<file path="src/rtl/dmux_sel_sequencer_pkg.sv">
// Shared types for the nibble-demux controller: state encodings, nibble/LED widths and
// a counter-width helper used by both the debouncer and the dwell timer.
package dmux_sel_sequencer_pkg;

  localparam int NIB_W = 4;
  localparam int LED_W = 8;

  typedef enum logic [1:0] {
    S_LO      = 2'd0,
    S_HI      = 2'd1,
    S_AUTO_LO = 2'd2,
    S_AUTO_HI = 2'd3
  } state_e;

  // A counter that must reach n-1 needs $clog2(n) bits, but never fewer than one.
  function automatic int cnt_w(input int n);
    return (n > 1) ? $clog2(n) : 1;
  endfunction

endpackage

</file>
<file path="src/rtl/dmux_sel_sequencer_btn_debounce.sv">
// Button synchroniser + debouncer: 2-flop sync, level changes after DEB_CYCLES stable
// cycles; press is a one-cycle pulse on the debounced rising edge, no backpressure.
module dmux_sel_sequencer_btn_debounce
  import dmux_sel_sequencer_pkg::*;
#(
  parameter int DEB_CYCLES = 4
) (
  input  logic clk,
  input  logic rst,
  input  logic btn,
  output logic press
);

  localparam int            CW      = cnt_w(DEB_CYCLES);
  localparam logic [CW-1:0] CNT_MAX = CW'(DEB_CYCLES - 1);

  logic          s1_q, s2_q;
  logic          db_q, db_d, db_d1_q;
  logic [CW-1:0] cnt_q, cnt_d;

  always_comb begin
    db_d  = db_q;
    cnt_d = '0;
    if (s2_q != db_q) begin
      if (cnt_q == CNT_MAX) begin
        db_d  = s2_q;
        cnt_d = '0;
      end else begin
        cnt_d = cnt_q + CW'(1);
      end
    end
  end

  always_ff @(posedge clk) begin
    if (rst) begin
      s1_q    <= 1'b0;
      s2_q    <= 1'b0;
      db_q    <= 1'b0;
      db_d1_q <= 1'b0;
      cnt_q   <= '0;
    end else begin
      s1_q    <= btn;
      s2_q    <= s1_q;
      db_q    <= db_d;
      db_d1_q <= db_q;
      cnt_q   <= cnt_d;
    end
  end

  // Decoded from two registered levels, so the pulse itself needs no flop.
  assign press = db_q & ~db_d1_q;

endmodule

</file>
<file path="src/rtl/dmux_sel_sequencer.sv">
// Demux select/data sequencer: manual button-stepped or auto dwell-timed nibble capture.
// dout is sw delayed one cycle; captures land one edge after press/dwell expiry; no backpressure.
module dmux_sel_sequencer
  import dmux_sel_sequencer_pkg::*;
#(
  parameter int DEB_CYCLES   = 4,
  parameter int DWELL_CYCLES = 8
) (
  input  logic             clk,
  input  logic             rst,
  input  logic             btn,
  input  logic [NIB_W-1:0] sw,
  input  logic             auto_en,
  output logic             sel,
  output logic [NIB_W-1:0] dout,
  output logic [LED_W-1:0] led,
  output logic             press,
  output logic [1:0]       state
);

  localparam int            DW     = cnt_w(DWELL_CYCLES);
  localparam logic [DW-1:0] DW_MAX = DW'(DWELL_CYCLES - 1);

  state_e           state_q, state_d;
  logic [LED_W-1:0] led_q, led_d;
  logic [NIB_W-1:0] dout_q;
  logic [DW-1:0]    dwell_q, dwell_d;

  dmux_sel_sequencer_btn_debounce #(
    .DEB_CYCLES(DEB_CYCLES)
  ) u_btn_debounce (
    .clk  (clk),
    .rst  (rst),
    .btn  (btn),
    .press(press)
  );

  always_comb begin
    state_d = state_q;
    led_d   = led_q;
    dwell_d = dwell_q;
    unique case (state_q)
      S_LO, S_HI: begin
        dwell_d = '0;
        // auto_en wins over a coincident press: the press is simply dropped.
        if (auto_en) begin
          state_d = S_AUTO_LO;
        end else if (press) begin
          if (state_q == S_LO) led_d[NIB_W-1:0]     = sw;
          else                 led_d[LED_W-1:NIB_W] = sw;
          state_d = (state_q == S_LO) ? S_HI : S_LO;
        end
      end
      S_AUTO_LO, S_AUTO_HI: begin
        if (!auto_en) begin
          state_d = state_q[0] ? S_HI : S_LO;
          dwell_d = '0;
        end else if (dwell_q == DW_MAX) begin
          if (state_q[0]) led_d[LED_W-1:NIB_W] = sw;
          else            led_d[NIB_W-1:0]     = sw;
          state_d = state_q[0] ? S_AUTO_LO : S_AUTO_HI;
          dwell_d = '0;
        end else begin
          dwell_d = dwell_q + DW'(1);
        end
      end
      default: state_d = S_LO;
    endcase
  end

  always_ff @(posedge clk) begin
    if (rst) begin
      state_q <= S_LO;
      led_q   <= '0;
      dout_q  <= '0;
      dwell_q <= '0;
    end else begin
      state_q <= state_d;
      led_q   <= led_d;
      dout_q  <= sw;
      dwell_q <= dwell_d;
    end
  end

  assign sel   = state_q[0];
  assign state = state_q;
  assign dout  = dout_q;
  assign led   = led_q;

endmodule

</file>
<file path="config.mk">
export PLATFORM = sky130hd
export DESIGN_NAME = dmux_sel_sequencer
export DESIGN_NICKNAME = d
export VERILOG_FILES = /design/src/rtl/dmux_sel_sequencer_pkg.sv /design/src/rtl/dmux_sel_sequencer_btn_debounce.sv /design/src/rtl/dmux_sel_sequencer.sv
export SDC_FILE = /design/constraint.sdc
export NUM_CORES = 1
export LEC_CHECK = 0
export BUFFER_PORTS_ARGS = -buffer_cell sky130_fd_sc_hd__buf_2
export CORE_UTILIZATION = 35
export CTS_CLUSTER_DIAMETER = 200
export DETAILED_ROUTE_END_ITERATION = 6
export GPL_ROUTABILITY_DRIVEN = 0
export GPL_TIMING_DRIVEN = 0
export RECOVER_POWER = 50
export SYNTH_ARGS = -nofsm -noshare
export SYNTH_HDL_FRONTEND = slang
export SYNTH_SLANG_ARGS = --single-unit
</file>
<file path="constraint.sdc">
create_clock -name clk -period 3.5 [get_ports clk]
set_input_delay 1.05 -clock clk [delete_from_list [all_inputs] [get_ports clk]]
set_output_delay 1.05 -clock clk [all_outputs]
set_load 0.005 [all_outputs]
</file>
==> key figures, run 1 <==
Routing
  • ANT nets after route: 0
  • Wirelength per Cell: 10.1 µm
  • Total wire length: 1330 µm
  • Residual DRC count: 0
  • Vias per cell: 4.38
  • Initial DRC count: 4
  • 1st-pass router iterations: 3
  • Vias: 578

Clocking
  • Post-CTS Hold Buffers: 0
  • Post-CTS sizing: 0
  • Total CTS buffers: 3
  • CTS tree: done
  • Post-CTS Repair Setup Buffers: 0
  • Insertion delay to the later sink of the worst-skew pair: approximately 0.3 ns
  • Root buffer cell: clkbuf_4
  • Sink Count: 23
  • Clock Pin Slew Worst Setup and Hold Paths: 0.11 ns
  • # H-tree levels: 1
  • Clock Tree Buf Depth: 2

Critical path
  • Crit Path Max Fanout: 5
  • Critical-path cell list: nor2b_1 -> buf_2
  • Kind of critical path: reg -> out
  • CP max stage delay: just over 0.4 ns
  • Worst Path Buf+Inv: 1
  • Worst reg-to-reg path cell count: 5
  • Flop2flop setup slack: approximately 1.9 ns
  • R2r endpoint: led[6]
  • Worst EP arrival: between 1 and 1.5 ns
  • Worst setup SP type: flop
  • Slowest cell on crit path: dfxtp_1
  • R2r startpoint: dwell_q[0]
  • CP Capture Type: output port
  • Critical path's top delay family: flip-flops
  • Critical Path RT: 2.45 ns

Die
  • Starting density of the core: 37.8%
  • DIE AREA: 0.00264 mm²
  • Rows: 17
  • CORE AREA: between 0.002 and 0.0025 mm²
  • Die Y: 51.4 µm
  • Ports: 24
  • Die Width: 51.4 µm

Timing
  • Final worst path period need: 2.10 ns
  • Period utilization: 59.9%
  • Fmax achieved: between 400 and 500 MHz
  • Least-Margin Pin Slew: 0.500 ns
  • Final TNS setup: 0 ns
  • Worst hold slack: 0.425 ns
  • Clock Skew: 0.00122 ns
  • Final hold violation count: 0
  • Setup Viol. Count Final: 0
  • RSZ-0062 raised after global routing: no
  • Relative slew slack: 66.2%
  • Slew Limit Fails: 0

Power
  • Static power due to leakage: 0.503 nW
  • Power Dens Cells: 399 mW/mm²
  • Total power: 0.404 mW
  • Peak VDD IR: 0.000296 V

Global routing
  • Vias in the first global route: 531
  • Initial antenna violation count: 0
  • First-pass GRT wire length: 2170 µm
  • Total grt overflow: 0
  • GR Util All Layers: a little under an eighth
  • Largest net degree at the start of global routing: 13

Run status
  • Status: complete, no violations

Finish
  • P&R area growth vs syn: 18.5%
  • Net count of the finished layout: 116
  • Share of cells above drive strength 1: 25.0%
  • Register area: 460 µm²
  • Fill cells: 251
  • # diodes: 0
  • Multi-input logic area: 343 µm²

Yosys
  • Synth cell types: 22
  • Cell type with the largest total area after synthesis: dfxtp_1
  • Synthesis-stage register bit count: 23
  • Post-synthesis sequential area ratio: 54.0%
  • Synth top area share: 54.0%
  • Synthesized area per cell: between 10 and 15 µm²
  • Ranking of synthesized cells by area: dfxtp_1 54%, mux2i_1 11%, nand2b_1 8.8%, ha_1 4.4%, nor2b_1 4.4%
  • Cell area after synthesis: roughly 850 µm²
  • Synth warn: 0
  • Synthesized instance count: 77
  • Syn_nets: 88

Min path
  • Hold Path Origin: u_btn_debounce.cnt_q[0]
  • Worst Hold Path EP: u_btn_debounce.cnt_q[0]
  • HP Class: reg -> reg
  • Worst hold path depth: 1

Placed design
  • Port bufs: 23
  • Detailed Place HPWL: 1000 µm

Run
  • Max Cap Viol: 0
==> through the flow <==
| stage | util [%] | cell area (µm²) | instances | setup WS [ns] |
|---|---|---|---|---|
| global placement | 44.5 | 1000 | 128 | 1.39 |
| floorplan | - | 853 | 77 | 1.62 |
| CTS | 45.7 | 1030 | 132 | 1.37 |
| finish | 44.8 | 1010 | 132 | 1.40 |
| global route | 44.8 | 1010 | 132 | 1.31 |
| detailed placement | 44.5 | 1000 | 128 | 1.35 |
==> cell usage in the layout, fill, tap and decap left out, types with 3 or more instances in the layout <==
| cell type | instances |
|---|---|
| buf_2 | 20 |
| clkbuf_1 | 5 |
| clkbuf_4 | 3 |
| dfxtp_1 | 23 |
| ha_1 | 3 |
| inv_1 | 5 |
| mux2i_1 | 9 |
| nand2b_1 | 12 |
| nor2_1 | 3 |
| nor2b_1 | 6 |
==> state kept, by name, summed over array words and instances, names as in the netlist <==
register and count:
dout 4, u_btn_debounce.db_d1_q 1, state 2, u_btn_debounce.cnt_q 2, u_btn_debounce.s1_q 1, led 8, u_btn_debounce.s2_q 1, u_btn_debounce.db_q 1
dwell_q 3
==> layer usage <==
layer / share of wire (%) / global-route usage, % / up-vias
met5: 0 / 0 / -
met3: 5.3 / 6.25 / 2
met1: 44 / 12.6 / 256
met2: 49 / 19.0 / 13
li1: - / - / 307
met4: 0.90 / 4.05 / 0
==> kinds of logic (layout without fill, tap and decap cells) <==
| logic type | count (synthesis) | count (layout) | share of synthesized area (%) |
|---|---|---|---|
| buffers and inverters | 8 | 35 | 4.11 |
| AOI/OAI and AO/OA | 4 | 4 | 3.67 |
| and+or+nand+nor | 29 | 29 | 22.3 |
| adders and majority gates | 3 | 3 | 4.40 |
| xor gates and xnor gates | 1 | 1 | 1.03 |
| DFF | 23 | 23 | 54.0 |
| muxes | 9 | 9 | 10.6 |
==> worst max-delay path by stage <==
| stage | from | endpoint | slack (ns) | cells after the start |
|---|---|---|---|---|
| after floorplan | auto_en | led[0] | 1.62 | 4 |
| after global placement | auto_en | led[6] | 1.39 | 4 |
| after detailed placement | auto_en | led[6] | 1.35 | 4 |
| after CTS | u_btn_debounce.db_q | press | 1.37 | 2 |
| after global routing | u_btn_debounce.db_q | press | 1.31 | 2 |
| final | u_btn_debounce.db_q | press | 1.40 | 2 |
==> report_power, final <==
group | internal (mW) | switching (mW)
logic | 0.00967 | 0.00911
clock network | 0.0445 | 0.0722
registers | 0.266 | 0.00174
total | 0.321 | 0.0831
==> synthesized netlist by cell type (all sizes together) <==
| cell | count |
|---|---|
| buf | 1 |
| nand2b | 12 |
| nor2b | 6 |
| nand2 | 1 |
| a211oi | 1 |
| and3b | 1 |
| or3 | 1 |
| and3 | 1 |
| ha | 3 |
| and2 | 2 |
| nor2 | 3 |
| o21ba | 1 |
| dfxtp | 23 |
| nor4b | 1 |
| o21ai | 1 |
| nor3 | 1 |
| xnor2 | 1 |
| inv | 5 |
| a2bb2oi | 1 |
| mux2i | 9 |
| clkbuf | 2 |
==> final cells by class <==
class,count,area share (%)
buffer,3,1.61
clock buffer,4,2.60
timing repair buffer,23,11.0
tap,28,3.47
inverter,5,1.86
sequential,23,45.5
multi-input combinational,46,33.9
Power figures use the tool's default switching activity.
==> inputs of run 2 (changes only) <==
==> constraint.sdc (replaced) <==
create_clock -name clk -period 1.95 [get_ports clk]
set_input_delay 0.585 -clock clk [delete_from_list [all_inputs] [get_ports clk]]
set_output_delay 0.585 -clock clk [all_outputs]
set_load 0.005 [all_outputs]
==> run 2 against run 1 <==
Effect of this change:
- routed wire length shrank 0.38%
- count of clock-buffer cells in the layout is the same
- first-iteration DRC count is the same
- hold slack is essentially flat
- clock skew is essentially flat
- sequential cell count is the same
- die area is the same
- sequential share of layout area shrank 0.61 points
- non-clock buffer count is the same
- total power grew 80%
- utilization grew 0.61 points
- combinational power grew 81%
==> key figures, run 2 (synthesis results as in run 1) <==
Power
  • Power Dens Cells: 710 mW/mm²
  • Peak VDD IR: approximately 0.00054 V
  • Total power: 0.727 mW
  • Static power due to leakage: roughly 0.50 nW

Routing
  • ANT nets after route: 0
  • Residual DRC count: 0
  • Wirelength per Cell: approximately 10 µm
  • Vias per cell: around 4.3
  • 1st-pass router iterations: 3
  • Vias: 574
  • Total wire length: 1320 µm
  • Initial DRC count: 4

Critical path
  • Worst Setup SP: dwell_q[0]
  • Worst reg-to-reg path cell count: 5
  • Most used cell, CP: ha_1
  • Worst EP arrival: roughly 1.9 ns
  • Critical-path cell list: ha_1 -> ha_1 -> and3_1 -> o21ai_1 -> mux2i_1
  • CP max stage delay: 0.42 ns
  • R2r endpoint: led[6]
  • Slowest cell on crit path: o21ai_1
  • Flop2flop setup slack: about 0.3 ns
  • Kind of critical path: reg -> reg
  • Critical Path RT: 2.19 ns
  • Crit Path Max Fanout: 4
  • R2r startpoint: dwell_q[0]
  • Crit path capture: led[6]
  • Worst Path Buf+Inv: 0
  • Critical path's top delay family: compound AO/OA/AOI/OAI gates
  • Critical path depth in cells: 5
  • CP Capture Type: flop
  • Worst setup SP type: flop

Placed design
  • Detailed Place HPWL: 1000 µm
  • Port bufs: 23
  • Placed cell areas: ~0.001 mm²

Timing
  • Final hold violation count: 0
  • Setup Viol. Count Final: 0
  • Slew Limit Fails: 0
  • Clock Skew: ~0.0009 ns
  • Least-Margin Pin Slew: 0.506 ns
  • Period utilization: 84.7%
  • RSZ-0062 raised after global routing: no
  • Final TNS setup: 0 ns
  • Fmax achieved: ~610 MHz
  • Final worst path period need: 1.65 ns
  • Relative slew slack: roughly two thirds

Die
  • Ports: 24
  • Starting density of the core: 37.8%
  • CORE AREA: 0.00225 mm²
  • Die Y: 51.4 µm
  • DIE AREA: around 0.0026 mm²
  • Die Width: 51.4 µm
  • Rows: 17

Finish
  • Share of cells above drive strength 1: 25.0%
  • Final instance area: around 0.0010 mm²
  • Net count of the finished layout: around 120
  • Leading cell type in the layout, fill and taps excluded: dfxtp_1
  • # diodes: 0
  • Final Util: 45.4%
  • P&R area growth vs syn: 20.1%
  • Most frequent cells in the layout: 23 x dfxtp_1, 19 x buf_2, 12 x nand2b_1
  • Max reg flops: 8

Run
  • Max Cap Viol: 0

Clocking
  • Post-CTS Hold Buffers: 0
  • Post-CTS sizing: 0
  • Sink Count: 23
  • Root buffer cell: clkbuf_4
  • CTS tree: done
  • Insertion delay to the later sink of the worst-skew pair: 0.30 ns
  • Post-CTS Repair Setup Buffers: 0
  • # H-tree levels: 1
  • Clock Pin Slew Worst Setup and Hold Paths: 0.11 ns
  • Total CTS buffers: 3
  • Clock Tree Buf Depth: 2

Global routing
  • Vias in the first global route: 531
  • GR Util All Layers: approximately an eighth
  • Largest net degree at the start of global routing: 13
  • Initial antenna violation count: 0
  • First-pass GRT wire length: 2170 µm
  • Total grt overflow: 0

Run status
  • Status: complete, no violations

Min path
  • HP Class: reg -> reg
## run 2: power breakdown
part / switching (mW) / internal [mW]
Combinational: 0.0168 / 0.0173
Clock: 0.131 / 0.0798
Sequential: 0.00370 / 0.478
Total: 0.152 / 0.575
## run 2: cell type report
| class | instances | area (µm²) |
|---|---|---|
| Clock buffer | 4 | 26.3 |
| Tap cell | 28 | 35.0 |
| Fill cell | 251 | 1230 |
| Sequential cell | 23 | 460 |
| Buffer | 3 | 16.3 |
| Inverter | 5 | 18.8 |
| Timing Repair Buffer | 23 | 110 |
| Multi-Input combinational cell | 46 | 358 |
## run 2: worst register-to-register path: cells and delay by family (launching register included)
family,cells,cell delay [ns]
flip-flops,1,0.33
multiplexers,1,0.24
adder cells (fa/ha/maj),2,0.38
AND/OR/NAND/NOR,1,0.21
AO/OA/AOI/OAI,1,0.42
## run 2: how the worst min path moves through the flow
stage / startpoint / end / slack (ns) / cells after the start
after global placement: u_btn_debounce.cnt_q[0] / u_btn_debounce.cnt_q[0] / 0.40 / 1
after CTS: u_btn_debounce.cnt_q[0] / u_btn_debounce.cnt_q[0] / 0.43 / 1
after global routing: u_btn_debounce.cnt_q[0] / u_btn_debounce.cnt_q[0] / 0.45 / 1
final: u_btn_debounce.cnt_q[0] / u_btn_debounce.cnt_q[0] / 0.43 / 1
after detailed placement: u_btn_debounce.cnt_q[0] / u_btn_debounce.cnt_q[0] / 0.41 / 1
after floorplan: u_btn_debounce.cnt_q[0] / u_btn_debounce.cnt_q[0] / 0.40 / 1
## run 2: through the flow
| step | setup slack, ns | hold WS (ns) | instances |
|---|---|---|---|
| final | 0.298 | 0.426 | 132 |
| after detailed placement | 0.265 | 0.414 | 128 |
| after CTS | 0.250 | 0.435 | 132 |
| after floorplan | 0.486 | 0.397 | 77 |
| after global routing | 0.188 | 0.450 | 132 |
| after global placement | 0.301 | 0.405 | 128 |
## run 2: layer usage
metal / up-vias / track usage [%] / part of all wire (%)
li1: 305 / - / -
met1: 256 / 12.6 / 44
met2: 11 / 19.0 / 50
met3: 2 / 6.25 / 4.9
met4: 0 / 4.05 / 0.91
met5: - / 0 / 0
==> inputs of run 3 (changes only) <==
==> constraint.sdc (replaced) <==
create_clock -name clk -period 1.65 [get_ports clk]
set_input_delay 0.495 -clock clk [delete_from_list [all_inputs] [get_ports clk]]
set_output_delay 0.495 -clock clk [all_outputs]
set_load 0.005 [all_outputs]
==> run 3 against run 2 <==
Effect of this change:
- non-clock buffer count unchanged
- die area is the same
- combinational power grew 18%
- setup slack worse by 0.19 ns
- routed wire length rose by 0.76%
- first-iteration DRC count unchanged
- final cell count did not move
- count of clock-buffer cells in the layout unchanged
- final area grew 0.24%
- clock skew about the same
- hold slack lost 0.026 ns
- sequential cell count unchanged
- largest power group unchanged
- highest routed layer unchanged
==> key figures, run 3 (synthesis results as in run 1) <==
Die
  • CORE AREA: 0.00225 mm²
  • Die Y: between 50 and 60 µm
  • Die Width: 51.4 µm
  • Starting density of the core: 37.8%
  • Ports: 24
  • DIE AREA: 0.00264 mm²
  • Rows: 17

Power
  • Power Dens Cells: 837 mW/mm²
  • Total power: 0.859 mW
  • Sw power: ~0.18 mW
  • Static power due to leakage: 0.496 nW
  • Clock power frac: between 20 and 30%
  • Peak VDD IR: 0.000634 V
  • Seq pwr share: 66.3%
  • Comb pwr share: 4.7%
  • Sw Ratio: a little over a fifth
  • Design internal power: approximately 0.68 mW

Global routing
  • Total grt overflow: 0
  • First-pass GRT wire length: 2170 µm
  • Initial antenna violation count: 0
  • GR Util All Layers: 11.6%
  • Largest net degree at the start of global routing: 13
  • Vias in the first global route: approximately 530

Timing
  • Relative slew slack: around 74%
  • Least-Margin Pin Slew: 0.387 ns
  • Slew Limit Fails: 0
  • Final TNS setup: 0 ns
  • Final worst path period need: around 1.5 ns
  • Clock Skew: 0.000934 ns
  • Worst hold slack: 0.399 ns
  • Period utilization: 93.6%
  • Post-route setup slack: 0.105 ns
  • Setup Viol. Count Final: 0
  • Final hold violation count: 0
  • RSZ-0062 raised after global routing: no
  • Fmax achieved: 647 MHz

Finish
  • Final Non-Filler Cells: 132
  • Final instance area: 0.00103 mm²
  • Leading cell type in the layout, fill and taps excluded: dfxtp_1
  • Register area: roughly 460 µm²
  • Most frequent cells in the layout: 23 x dfxtp_1, 18 x buf_2, 12 x nand2b_1
  • Share of cells above drive strength 1: 25.0%
  • Max reg flops: 8
  • Fill cells: 253
  • Net count of the finished layout: approximately 120
  • # diodes: 0
  • P&R area growth vs syn: 20.4%
  • Multi-input logic area: 362 µm²
  • Final Util: a little under half

Critical path
  • Worst reg-to-reg path cell count: 6
  • R2r endpoint: led[3]
  • Critical path's top delay family: flip-flops
  • CP max stage delay: 0.41 ns
  • Critical Path RT: 1.15 ns
  • Worst setup SP type: flop
  • Worst Path Buf+Inv: 1
  • Crit Path Max Fanout: 5
  • Slowest cell on crit path: dfxtp_1
  • Critical-path cell list: nor2b_1 -> buf_2
  • CP Capture Type: output port
  • Flop2flop setup slack: between 0.1 and 0.15 ns
  • Kind of critical path: reg -> out
  • Worst EP arrival: 1.05 ns
  • R2r startpoint: dwell_q[0]

Run status
  • Status: complete, no violations

Clocking
  • Total CTS buffers: 3
  • Root buffer cell: clkbuf_4
  • CTS tree: done
  • Sink Count: 23
  • Clock Tree Buf Depth: 2
  • Clock Pin Slew Worst Setup and Hold Paths: 0.11 ns
  • Post-CTS Hold Buffers: 0
  • Insertion delay to the later sink of the worst-skew pair: 0.30 ns
  • # H-tree levels: 1

Routing
  • Wirelength per Cell: 10.1 µm
  • ANT nets after route: 0
  • 1st-pass router iterations: 3
  • Vias: 579
  • Initial DRC count: 4
  • Total wire length: 1330 µm
  • Residual DRC count: 0
  • Vias per cell: 4.39

Min path
  • Worst hold path depth: 2
  • Worst Hold Path EP: u_btn_debounce.s1_q
  • Hold Path Origin: btn
  • HP Class: in -> reg

Placed design
  • Placed cell areas: 0.00100 mm²
  • Pre-CTS setup slack: -0.0227 ns
  • Dpl cells: 128
  • Detailed Place HPWL: 1000 µm
  • Port bufs: 23

Run
  • Max Cap Viol: 0
## run 3: power groups by stage
stage | clock network (mW) | logic (mW) | registers (mW)
floorplan | 0 | 0.0196 | 0.583
global placement | 0 | 0.0422 | 0.582
detailed placement | 0 | 0.0428 | 0.582
CTS | 0.265 | 0.0426 | 0.570
global route | 0.287 | 0.0456 | 0.572
finish | 0.249 | 0.0402 | 0.570
## run 3: worst max path at each step
stage	to	depth (start not counted)	start	slack, ns
after floorplan	led[4]	5	dwell_q[0]	0.19
after global placement	led[6]	5	dwell_q[0]	0.02
after global routing	press	2	u_btn_debounce.db_q	0.007
after detailed placement	led[6]	5	dwell_q[0]	-0.02
final	press	2	u_btn_debounce.db_q	0.11
after CTS	press	2	u_btn_debounce.db_q	0.08
## run 3: cell type report
| type | instances | area share (%) |
|---|---|---|
| flip-flops and latches | 23 | 44.8 |
| multi-input cells | 46 | 35.2 |
| repair buffers | 23 | 10.6 |
| well taps | 28 | 3.41 |
| clock buffers | 4 | 2.56 |
| inverters | 5 | 1.83 |
| plain buffers | 3 | 1.58 |
## run 3: metal layers
layer	GRT usage [%]	up-vias	part of all wire, %
met2	19.0	11	50
li1	-	305	-
met3	6.25	2	5.0
met5	0	-	0
met1	12.6	261	44
met4	4.05	0	0.90
## run 3: what timing repair did
| item | 4_1_cts | 5_1_grt |
|---|---|---|
| setup buffers | 0 | 0 |
| endpoints found under the setup margin | 4 | 0 |
| gates resized for setup | 1 | 0 |
